--- src/rtl/riscv_pipe_pkg.sv ---
// Shared pipeline constants: default widths, control-bundle bit positions,
// the NOP control word and the x0 register index.
package riscv_pipe_pkg;

    localparam int XLEN_DEF   = 32;
    localparam int CTRL_W_DEF = 12;
    localparam int CNT_W_DEF  = 16;

    localparam int MEMRD_BIT = 4;
    localparam int REGWR_BIT = 5;

    localparam logic [CTRL_W_DEF-1:0] NOP_CTRL = '0;
    localparam logic [4:0]            REG_ZERO = 5'd0;

endpackage

--- src/rtl/id_ex_stage_if.sv ---
// Bundle between the decode side (ID fields, regfile read data, writeback)
// and the ID/EX pipeline register (stall and EX outputs).
interface id_ex_stage_if #(
    parameter int XLEN   = 32,
    parameter int CTRL_W = 12,
    parameter int CNT_W  = 16
);
    logic              id_valid;
    logic [XLEN-1:0]   id_pc;
    logic [4:0]        id_rs1;
    logic [4:0]        id_rs2;
    logic [4:0]        id_rd;
    logic [XLEN-1:0]   id_imm;
    logic [CTRL_W-1:0] id_ctrl;
    logic [XLEN-1:0]   rf_rd1;
    logic [XLEN-1:0]   rf_rd2;
    logic              wb_we;
    logic [4:0]        wb_rd;
    logic [XLEN-1:0]   wb_wd;
    logic              flush;
    logic              ex_ready;

    logic              stall;
    logic              ex_valid;
    logic [XLEN-1:0]   ex_pc;
    logic [XLEN-1:0]   ex_imm;
    logic [4:0]        ex_rs1;
    logic [4:0]        ex_rs2;
    logic [4:0]        ex_rd;
    logic [XLEN-1:0]   ex_op1;
    logic [XLEN-1:0]   ex_op2;
    logic [CTRL_W-1:0] ex_ctrl;
    logic [CNT_W-1:0]  bubble_cnt;

    modport master (
        output id_valid, id_pc, id_rs1, id_rs2, id_rd, id_imm, id_ctrl,
               rf_rd1, rf_rd2, wb_we, wb_rd, wb_wd, flush, ex_ready,
        input  stall, ex_valid, ex_pc, ex_imm, ex_rs1, ex_rs2, ex_rd,
               ex_op1, ex_op2, ex_ctrl, bubble_cnt
    );

    modport slave (
        input  id_valid, id_pc, id_rs1, id_rs2, id_rd, id_imm, id_ctrl,
               rf_rd1, rf_rd2, wb_we, wb_rd, wb_wd, flush, ex_ready,
        output stall, ex_valid, ex_pc, ex_imm, ex_rs1, ex_rs2, ex_rd,
               ex_op1, ex_op2, ex_ctrl, bubble_cnt
    );

endinterface

--- src/rtl/id_bypass_mux.sv ---
// Selects writeback data over register-file data when the same-cycle write
// targets the register being read; x0 always reads as zero.
module id_bypass_mux
    import riscv_pipe_pkg::*;
#(
    parameter int XLEN = 32
) (
    input  logic [4:0]      rs,
    input  logic [XLEN-1:0] rf_data,
    input  logic            wb_we,
    input  logic [4:0]      wb_rd,
    input  logic [XLEN-1:0] wb_wd,
    output logic [XLEN-1:0] data
);

    always_comb begin
        data = rf_data;
        if (rs == REG_ZERO) begin
            data = '0;
        end else if (wb_we && (wb_rd == rs)) begin
            data = wb_wd;
        end
    end

endmodule

--- src/rtl/id_ex_stage.sv ---
// ID/EX pipeline register with writeback bypass, load-use bubble insertion,
// flush, EX back-pressure hold and a saturating bubble counter.
module id_ex_stage
    import riscv_pipe_pkg::*;
#(
    parameter int XLEN   = XLEN_DEF,
    parameter int CTRL_W = CTRL_W_DEF,
    parameter int CNT_W  = CNT_W_DEF
) (
    input  logic         clk,
    input  logic         rst,
    id_ex_stage_if.slave bus
);

    logic [XLEN-1:0] byp1;
    logic [XLEN-1:0] byp2;
    logic [XLEN-1:0] ref1;
    logic [XLEN-1:0] ref2;
    logic            lu;
    logic            hold;

    id_bypass_mux #(.XLEN(XLEN)) u_byp1 (
        .rs(bus.id_rs1), .rf_data(bus.rf_rd1),
        .wb_we(bus.wb_we), .wb_rd(bus.wb_rd), .wb_wd(bus.wb_wd), .data(byp1)
    );

    id_bypass_mux #(.XLEN(XLEN)) u_byp2 (
        .rs(bus.id_rs2), .rf_data(bus.rf_rd2),
        .wb_we(bus.wb_we), .wb_rd(bus.wb_rd), .wb_wd(bus.wb_wd), .data(byp2)
    );

    // Held operands pass through the same mux so a stalled EX entry sees writebacks.
    id_bypass_mux #(.XLEN(XLEN)) u_ref1 (
        .rs(bus.ex_rs1), .rf_data(bus.ex_op1),
        .wb_we(bus.wb_we), .wb_rd(bus.wb_rd), .wb_wd(bus.wb_wd), .data(ref1)
    );

    id_bypass_mux #(.XLEN(XLEN)) u_ref2 (
        .rs(bus.ex_rs2), .rf_data(bus.ex_op2),
        .wb_we(bus.wb_we), .wb_rd(bus.wb_rd), .wb_wd(bus.wb_wd), .data(ref2)
    );

    always_comb begin
        lu = bus.ex_valid && bus.ex_ctrl[MEMRD_BIT] && (bus.ex_rd != REG_ZERO) &&
             bus.id_valid && ((bus.id_rs1 == bus.ex_rd) || (bus.id_rs2 == bus.ex_rd));
        hold      = bus.ex_valid && !bus.ex_ready;
        bus.stall = !bus.flush && (lu || hold);
    end

    always_ff @(posedge clk or posedge rst) begin
        if (rst) begin
            bus.ex_valid   <= 1'b0;
            bus.ex_pc      <= '0;
            bus.ex_imm     <= '0;
            bus.ex_rs1     <= '0;
            bus.ex_rs2     <= '0;
            bus.ex_rd      <= '0;
            bus.ex_op1     <= '0;
            bus.ex_op2     <= '0;
            bus.ex_ctrl    <= NOP_CTRL;
            bus.bubble_cnt <= '0;
        end else if (bus.flush) begin
            bus.ex_valid <= 1'b0;
            bus.ex_ctrl  <= NOP_CTRL;
        end else if (hold) begin
            bus.ex_op1 <= ref1;
            bus.ex_op2 <= ref2;
        end else if (lu) begin
            bus.ex_valid <= 1'b0;
            bus.ex_ctrl  <= NOP_CTRL;
            if (bus.bubble_cnt != '1) begin
                bus.bubble_cnt <= bus.bubble_cnt + 1'b1;
            end
        end else begin
            bus.ex_valid <= bus.id_valid;
            bus.ex_pc    <= bus.id_pc;
            bus.ex_imm   <= bus.id_imm;
            bus.ex_rs1   <= bus.id_rs1;
            bus.ex_rs2   <= bus.id_rs2;
            bus.ex_rd    <= bus.id_rd;
            bus.ex_op1   <= byp1;
            bus.ex_op2   <= byp2;
            bus.ex_ctrl  <= bus.id_valid ? bus.id_ctrl : NOP_CTRL;
        end
    end

endmodule

--- src/flat_wrapper.sv ---
// flat-port wrapper written by rule: the top's interface ports become plain ports
module id_ex_stage_flat import riscv_pipe_pkg::*;
#(
    parameter int XLEN   = XLEN_DEF,
    parameter int CTRL_W = CTRL_W_DEF,
    parameter int CNT_W  = CNT_W_DEF
)
  (clk, rst, bus_id_valid, bus_id_pc, bus_id_rs1, bus_id_rs2, bus_id_rd, bus_id_imm, bus_id_ctrl, bus_rf_rd1, bus_rf_rd2, bus_wb_we, bus_wb_rd, bus_wb_wd, bus_flush, bus_ex_ready, bus_stall, bus_ex_valid, bus_ex_pc, bus_ex_imm, bus_ex_rs1, bus_ex_rs2, bus_ex_rd, bus_ex_op1, bus_ex_op2, bus_ex_ctrl, bus_bubble_cnt);
  id_ex_stage_if #(.XLEN(XLEN), .CTRL_W(CTRL_W), .CNT_W(CNT_W)) bus_i ();
  input  logic clk;
  input  logic rst;
  input wire logic [$bits(bus_i.id_valid)-1:0] bus_id_valid;
  input wire logic [$bits(bus_i.id_pc)-1:0] bus_id_pc;
  input wire logic [$bits(bus_i.id_rs1)-1:0] bus_id_rs1;
  input wire logic [$bits(bus_i.id_rs2)-1:0] bus_id_rs2;
  input wire logic [$bits(bus_i.id_rd)-1:0] bus_id_rd;
  input wire logic [$bits(bus_i.id_imm)-1:0] bus_id_imm;
  input wire logic [$bits(bus_i.id_ctrl)-1:0] bus_id_ctrl;
  input wire logic [$bits(bus_i.rf_rd1)-1:0] bus_rf_rd1;
  input wire logic [$bits(bus_i.rf_rd2)-1:0] bus_rf_rd2;
  input wire logic [$bits(bus_i.wb_we)-1:0] bus_wb_we;
  input wire logic [$bits(bus_i.wb_rd)-1:0] bus_wb_rd;
  input wire logic [$bits(bus_i.wb_wd)-1:0] bus_wb_wd;
  input wire logic [$bits(bus_i.flush)-1:0] bus_flush;
  input wire logic [$bits(bus_i.ex_ready)-1:0] bus_ex_ready;
  output wire logic [$bits(bus_i.stall)-1:0] bus_stall;
  output wire logic [$bits(bus_i.ex_valid)-1:0] bus_ex_valid;
  output wire logic [$bits(bus_i.ex_pc)-1:0] bus_ex_pc;
  output wire logic [$bits(bus_i.ex_imm)-1:0] bus_ex_imm;
  output wire logic [$bits(bus_i.ex_rs1)-1:0] bus_ex_rs1;
  output wire logic [$bits(bus_i.ex_rs2)-1:0] bus_ex_rs2;
  output wire logic [$bits(bus_i.ex_rd)-1:0] bus_ex_rd;
  output wire logic [$bits(bus_i.ex_op1)-1:0] bus_ex_op1;
  output wire logic [$bits(bus_i.ex_op2)-1:0] bus_ex_op2;
  output wire logic [$bits(bus_i.ex_ctrl)-1:0] bus_ex_ctrl;
  output wire logic [$bits(bus_i.bubble_cnt)-1:0] bus_bubble_cnt;
  assign bus_i.id_valid = bus_id_valid;
  assign bus_i.id_pc = bus_id_pc;
  assign bus_i.id_rs1 = bus_id_rs1;
  assign bus_i.id_rs2 = bus_id_rs2;
  assign bus_i.id_rd = bus_id_rd;
  assign bus_i.id_imm = bus_id_imm;
  assign bus_i.id_ctrl = bus_id_ctrl;
  assign bus_i.rf_rd1 = bus_rf_rd1;
  assign bus_i.rf_rd2 = bus_rf_rd2;
  assign bus_i.wb_we = bus_wb_we;
  assign bus_i.wb_rd = bus_wb_rd;
  assign bus_i.wb_wd = bus_wb_wd;
  assign bus_i.flush = bus_flush;
  assign bus_i.ex_ready = bus_ex_ready;
  assign bus_stall = bus_i.stall;
  assign bus_ex_valid = bus_i.ex_valid;
  assign bus_ex_pc = bus_i.ex_pc;
  assign bus_ex_imm = bus_i.ex_imm;
  assign bus_ex_rs1 = bus_i.ex_rs1;
  assign bus_ex_rs2 = bus_i.ex_rs2;
  assign bus_ex_rd = bus_i.ex_rd;
  assign bus_ex_op1 = bus_i.ex_op1;
  assign bus_ex_op2 = bus_i.ex_op2;
  assign bus_ex_ctrl = bus_i.ex_ctrl;
  assign bus_bubble_cnt = bus_i.bubble_cnt;
  id_ex_stage #(.XLEN(XLEN), .CTRL_W(CTRL_W), .CNT_W(CNT_W)) u_core (.clk(clk), .rst(rst), .bus(bus_i));
endmodule
--- config.mk ---
export PLATFORM = sky130hd
export DESIGN_NAME = id_ex_stage_flat
export DESIGN_NICKNAME = d
export VERILOG_FILES = /design/src/rtl/riscv_pipe_pkg.sv /design/src/rtl/id_ex_stage_if.sv /design/src/rtl/id_bypass_mux.sv /design/src/rtl/id_ex_stage.sv /design/src/flat_wrapper.sv
export SDC_FILE = /design/constraint.sdc
export NUM_CORES = 1
export LEC_CHECK = 0
export BUFFER_PORTS_ARGS = -buffer_cell sky130_fd_sc_hd__buf_4
export CAP_MARGIN = 10
export CORE_AREA = 2 2 145 147
export DETAILED_ROUTE_END_ITERATION = 8
export DIE_AREA = 0 0 147 149
export PLACE_DENSITY_LB_ADDON = 0.12
export SETUP_SLACK_MARGIN = 0.5
export SLEW_MARGIN = 20
export SYNTH_ARGS = -nofsm -noshare
export SYNTH_HDL_FRONTEND = slang
export SYNTH_SLANG_ARGS = --single-unit
export TNS_END_PERCENT = 1
--- constraint.sdc ---
create_clock -name clk -period 5.2 [get_ports clk]
set_input_delay 0.52 -clock clk [delete_from_list [all_inputs] [get_ports clk]]
set_output_delay 0.52 -clock clk [all_outputs]
set_load 0.005 [all_outputs]
---- Yosys cells after proc, flatten, opt, wreduce, memory -nomap -nowiden ----
Index checks and enable logic that the tools add are counted.
word-level totals
  bits in registers ....................... 172
  input port bits ......................... 198
  logic and storage cells ................. 67
operators by class
  bitwise operators ....................... 3
  multiplexer cells ....................... 19
  reduce and logical (&&, ||, !) cells .... 23
  $add $sub $neg .......................... 1
  equal/unequal tests ..................... 11
operators by type and width
  operator                 number
  $mux W32                 12
  $mux W12                 4
  $eq A5 B5 Y1             6
  $logic_not A5 Y1         4
  $add A16 B1 Y16 const B  1
  $ne A16 B16 Y1 const B   1
  $logic_and A1 B1 Y1      10
  $reduce_and A3 Y1        3
  $ne A3 B3 Y1 const B     2
  $reduce_bool A5 Y1       1
  $ne A2 B2 Y1 const B     2
  $reduce_and A4 Y1        1
  $mux W1                  3
  $not A1 Y1               3
  $logic_not A1 Y1         2
  $logic_or A1 B1 Y1       2

---- Longest topological paths before layout ----
  depth after elaboration ................. 7
  depth in mapped cells ................... 8
  depth with buffers taken out ............ 7

---- Modules after synthesis ----
A second synthesis with hierarchy kept.
unflattened totals
  cell total of the unflattened synthesis .. 1251
  area total of the unflattened synthesis .. 10963.0 sq um
modules (own cells, without submodules)
  module         times used  area each (sq um)  seq. area each (sq um)  cells each
  id_ex_stage    1           8380.5             4304.1                  759
  id_bypass_mux  4           645.6              0.0                     123

---- Least setup slack after synthesis ----
OpenSTA, ideal clock, no wires.
  path type ............................... reg2reg
  start point ............................. reg u_core.bus.ex_rd[1]
  end point ............................... reg u_core.bus.bubble_cnt[1] (netlist name)
  data arrival time ....................... 1951 ps
  slack ................................... 3124 ps
  cell stages (with the launch flop) ...... 7
  library setup time ...................... 125 ps
  clock period less this slack ............ 2076 ps
  cell sequence ........................... dfrtp_1 or4_1 o2111ai_2 a21oi_1 or3b_1 buf_2 mux2_2
between the ends
  longest elaborated chain between the ends .. 5
ends and longest elaborated chain
  item                                  RTL line              RTL
  from (decl)                           id_ex_stage_if.sv:45  output stall, ex_valid, ex_pc, ex_imm, ex_rs1, ex_rs2, ex_rd,
  from (signal assigned)                id_ex_stage.sv:80     bus.ex_rd <= bus.id_rd;
  $reduce_bool A5 Y1                    id_ex_stage.sv:44     lu = bus.ex_valid && bus.ex_ctrl[MEMRD_BIT] && (bus.ex_rd != REG_ZERO) &&
  $logic_and A1 B1 Y1 (2 in series)     id_ex_stage.sv:44
  $logic_and A1 B1 Y1 *                 id_ex_stage.sv:45     bus.id_valid && ((bus.id_rs1 == bus.ex_rd) || (bus.id_rs2 == bus.ex_rd));
  $reduce_and A4 Y1 (no source line) *  n/a
  to (signal assigned)                  id_ex_stage.sv:72     bus.bubble_cnt <= bus.bubble_cnt + 1'b1;
  to (decl)                             id_ex_stage_if.sv:46  ex_op1, ex_op2, ex_ctrl, bubble_cnt
Every way passes the cells marked *; elsewhere a longest branch is shown, timed or not.
A chain may end at the register's enable or synchronous reset.

---- Worst setup path after layout ----
  start point ............................. reg u_core.bus.ex_rd[1]
  end point ............................... reg u_core.bus.ex_ctrl[3] (netlist name)
between the ends
  longest elaborated chain between the ends .. 7
ends and longest elaborated chain
  item                               RTL line              RTL
  $reduce_bool A5 Y1                 id_ex_stage.sv:44
  $logic_and A1 B1 Y1 (2 in series)  id_ex_stage.sv:44
  $logic_and A1 B1 Y1 *              id_ex_stage.sv:45
  $mux W12 *                         id_ex_stage.sv:68     end else if (lu) begin
  $mux W12 *                         id_ex_stage.sv:65     end else if (hold) begin
  $mux W12 *                         id_ex_stage.sv:62     end else if (bus.flush) begin
  to (signal assigned)               id_ex_stage.sv:83     bus.ex_ctrl <= bus.id_valid ? bus.id_ctrl : NOP_CTRL;
  to (decl)                          id_ex_stage_if.sv:46
Every way passes the cells marked *; elsewhere a longest branch is shown, timed or not. The select of a mux whose other input is x is not followed.

==> summary.txt <==
Status
  – Outcome: complete, no violations

Floorplanning
  – Row cnt: 53
  – Ports: 371
  – Die Wd: 147 um
  – Core Box Area: 20600 um2
  – Die span in y: 149 um
  – Initial core utilization: 0.364
  – Die area: 21900 um2

Setup path
  – Slowest cell on the critical path: nor2_1
  – Critical path peak fanout: 27
  – Crit-path max cell delay: 0.75 ns
  – Arrival time worst endpoint: 3.14 ns
  – Crit start category: flip-flop
  – Kind of critical path: reg -> reg
  – Crit end category: flip-flop
  – Critical path, cell by cell: or4_1 -> o2111ai_2 -> o211ai_4 -> nor2_1 -> a22o_1
  – Worst path required time: 5.56 ns

Power and ir drop
  – Net switching power: 1020 uW
  – Leak Pwr: 0.00541 uW
  – Clock power share: 0.347
  – Int Pwr: 2590 uW
  – Sw Share: 0.283
  – Worst VDD drop: 0.228 mV
  – Combinational Power Share: 0.211
  – Reg power frac: 0.441
  – PwrDens: 324 nW/um2

Clock tree
  – Num CTS Buffers: 17
  – Clk buf depth: 2
  – Clk_lat worst skew: 0.43 ns
  – CTS tree: done
  – Hold bufs inserted after CTS: 0
  – Post-CTS Resized: 0
  – Sink Count: 172
  – Setup Buffers After CTS: 0
  – Depth of the CTS H-tree: 4
  – Clk slew on worst S/H paths: 0.07 ns
  – CTS root buffer: clkbuf_16

STA
  – Achievable frequency: 0.359 GHz
  – Max_slew headroom: 0.338
  – # setup viols final: 0
  – Minimum clock period: 2.78 ns
  – Total negative slack: 0 ns
  – Final Hold Vio Count: 0
  – Final hold slack: 0.268 ns
  – Final Max Slew Viols: 0
  – Unrepaired setup endpoints after global routing: no
  – Clk_skew: 0.0129 ns
  – Worst-Margin Slew: 0.993 ns
  – Share of the clock period used by the worst path: 0.535

Synth
  – Sequential-to-total area share from yosys stat: 0.575
  – Multiplexer area fraction after synthesis: 0.120
  – Area fraction in and, or, nand and nor cells after synthesis: 0.0785
  – Synthesis warning total: 0
  – Post-Synth Adder-Cell Area: 0.00167
  – Syn_area_per_cell: 12.0 um2
  – Post-synthesis compound-gate area fraction: 0.146
  – Syn nets: 822
  – Post-synth EDFFs: 0
  – Mapped Area: 7480 um2
  – Synth Area in XOR/XNOR: 0.0527
  – Post-Syn Instances: 623
  – Yosys reg bits: 172
  – Main combinational cell family by area after synthesis: compound AO/OA/AOI/OAI gates
  – Dominant synthesized flop cell: dfrtp_1
  – Asr flop ratio synth: 1.00
  – Synth cell types: 37

Detailed routing
  – Initial DRC count: 216
  – Via count: 6178
  – Antenna Nets Post-Route: 0
  – Vias per Instance: 4.85
  – Total routed wirelength: 22.8 mm
  – WL per Instance: 17.9 um
  – DR pass1 iterations: 5
  – DRC: 0

Placed design
  – Port Buffers: 370
  – GPL Wtd Cong: 0.771
  – Post-DP HPWL: 17.0 mm

Finish
  – Share of cells above drive strength 1: 0.511
  – Area grow syn2layout: 49.2%
  – Final Net Count: 1185
  – Antenna diodes: 0

Global routing
  – First-pass GRT wire length: 35.0 mm
  – GRT overflow: 0
  – Largest net degree at the start of global routing: 76
  – Total Routing Usage GR: 0.207
  – Initial antenna violation count: 0
  – Vias in the first global route: 6106

Hold path
  – HP Class: in -> async

Job
  – Max-cap violations: 0
-- path summary, 6_finish.rpt --
path | start | end | slack, ns | cells past startpoint
setup reg to reg | u_core.bus.ex_rd[1] | u_core.bus.ex_ctrl[3] | 2.42 | 5
setup / recovery | u_core.bus.ex_rd[1] | u_core.bus.ex_ctrl[3] | 2.42 | 5
min in group clk | bus_id_ctrl[7] | u_core.bus.ex_ctrl[7] | 0.31 | 2
max in group asynchronous | rst | u_core.bus.bubble_cnt[11] | 3.84 | 4
hold / removal | rst | u_core.bus.ex_pc[10] | 0.27 | 3
hold reg to reg | u_core.bus.ex_op2[27] | u_core.bus.ex_op2[27] | 0.48 | 2
-- cell usage after synthesis (2+ instances only) --
library cell | instances | area, um2
nor2_1 | 20 | 75.1
a31o_2 | 2 | 17.5
nor4_1 | 3 | 18.8
nor3_1 | 6 | 30.0
buf_2 | 12 | 60.1
dfrtp_1 | 172 | 4300
inv_1 | 10 | 37.5
nand3_1 | 5 | 25.0
o21ai_0 | 36 | 180
a22oi_1 | 64 | 480
a22o_1 | 12 | 105
nand2_1 | 70 | 263
nand4_1 | 5 | 31.3
o21ai_1 | 30 | 150
nor3_2 | 4 | 40.0
o211ai_4 | 2 | 42.5
or4_1 | 5 | 37.5
clkbuf_1 | 24 | 90.1
xnor2_1 | 10 | 87.6
mux2_2 | 80 | 901
xor2_1 | 35 | 307
-- flip-flops by register name, indices dropped and copies added, names as in the netlist --
name	count
u_core.bus.ex_imm	32
u_core.bus.ex_op1	32
u_core.bus.ex_op2	32
u_core.bus.ex_pc	32
u_core.bus.bubble_cnt	16
u_core.bus.ex_ctrl	12
u_core.bus.ex_rd	5
u_core.bus.ex_rs1	5
u_core.bus.ex_rs2	5
u_core.bus.ex_valid	1
-- layer usage --
layer | up-vias | part of all wire | track usage
met4 | 0 | 0.019 | 0.0688
met5 | - | 0 | 0
met1 | 2946 | 0.41 | 0.257
met2 | 246 | 0.49 | 0.346
met3 | 21 | 0.084 | 0.0651
li1 | 2965 | - | -
-- cell usage in the layout (no fill, tap or decap), types with 4 or more instances in the layout --
| cell | netlist | final |
|---|---|---|
| clkbuf_16 | 0 | 17 |
| xnor2_1 | 10 | 10 |
| nor3_1 | 6 | 6 |
| a22o_1 | 12 | 12 |
| inv_1 | 10 | 9 |
| a22oi_1 | 64 | 64 |
| dfrtp_1 | 172 | 172 |
| inv_8 | 0 | 4 |
| nor3_2 | 4 | 4 |
| nor2_1 | 20 | 20 |
| xor2_1 | 35 | 35 |
| o21ai_0 | 36 | 36 |
| inv_6 | 0 | 5 |
| or4_1 | 5 | 5 |
| o21ai_1 | 30 | 30 |
| buf_4 | 0 | 379 |
| nand2_1 | 70 | 70 |
| mux2_2 | 80 | 80 |
| nand3_1 | 5 | 5 |
| nand4_1 | 5 | 5 |
-- per-stage QoR --
| stage | setup slack [ns] | utilization | cell area [um2] | power, uW | std cells |
|---|---|---|---|---|---|
| final | 2.42 | 0.543 | 11200 | 3620 | 1274 |
| after global routing | 2.21 | 0.543 | 11200 | 3810 | 1274 |
| after CTS | 2.40 | 0.543 | 11200 | 3670 | 1274 |
| after detailed placement | 2.20 | 0.514 | 10600 | 2400 | 1242 |
| after global placement | 2.23 | 0.514 | 10600 | 2390 | 1242 |
| after floorplan | 2.48 | - | 7480 | 1910 | 623 |
-- power by group through the flow --
stage | combinational [uW] | sequential (uW) | clock [uW]
2_1_floorplan | 286 | 1620 | 0
3_3_place_gp | 773 | 1620 | 0
3_5_place_dp | 778 | 1620 | 0
4_1_cts | 779 | 1600 | 1290
5_1_grt | 838 | 1620 | 1350
6_report | 764 | 1600 | 1260
-- worst max-delay path: cells and delay by family, from the launching register on --
family	cells	cell delay, ns
and+or+nand+nor	2	1.31
AOI/OAI and AO/OA	3	0.96
DFF	1	0.44
-- kinds of logic after synthesis --
group           after synthesis
fa+ha+maj                     1
compound gates              155
mux                          80
xor+xnor                     45
flops                       172
simple gates                124
buf+inv                      46
-- layout make-up --
class | count | area (um2)
Fill cell | 1929 | 9400
Sequential cell | 172 | 4300
Multi-Input combinational cell | 405 | 3020
Timing Repair Buffer | 380 | 2870
Clock buffer | 18 | 439
Tap cell | 275 | 344
Clock inverter | 14 | 145
Inverter | 10 | 41.3
(Power assumes the default switching activity.)
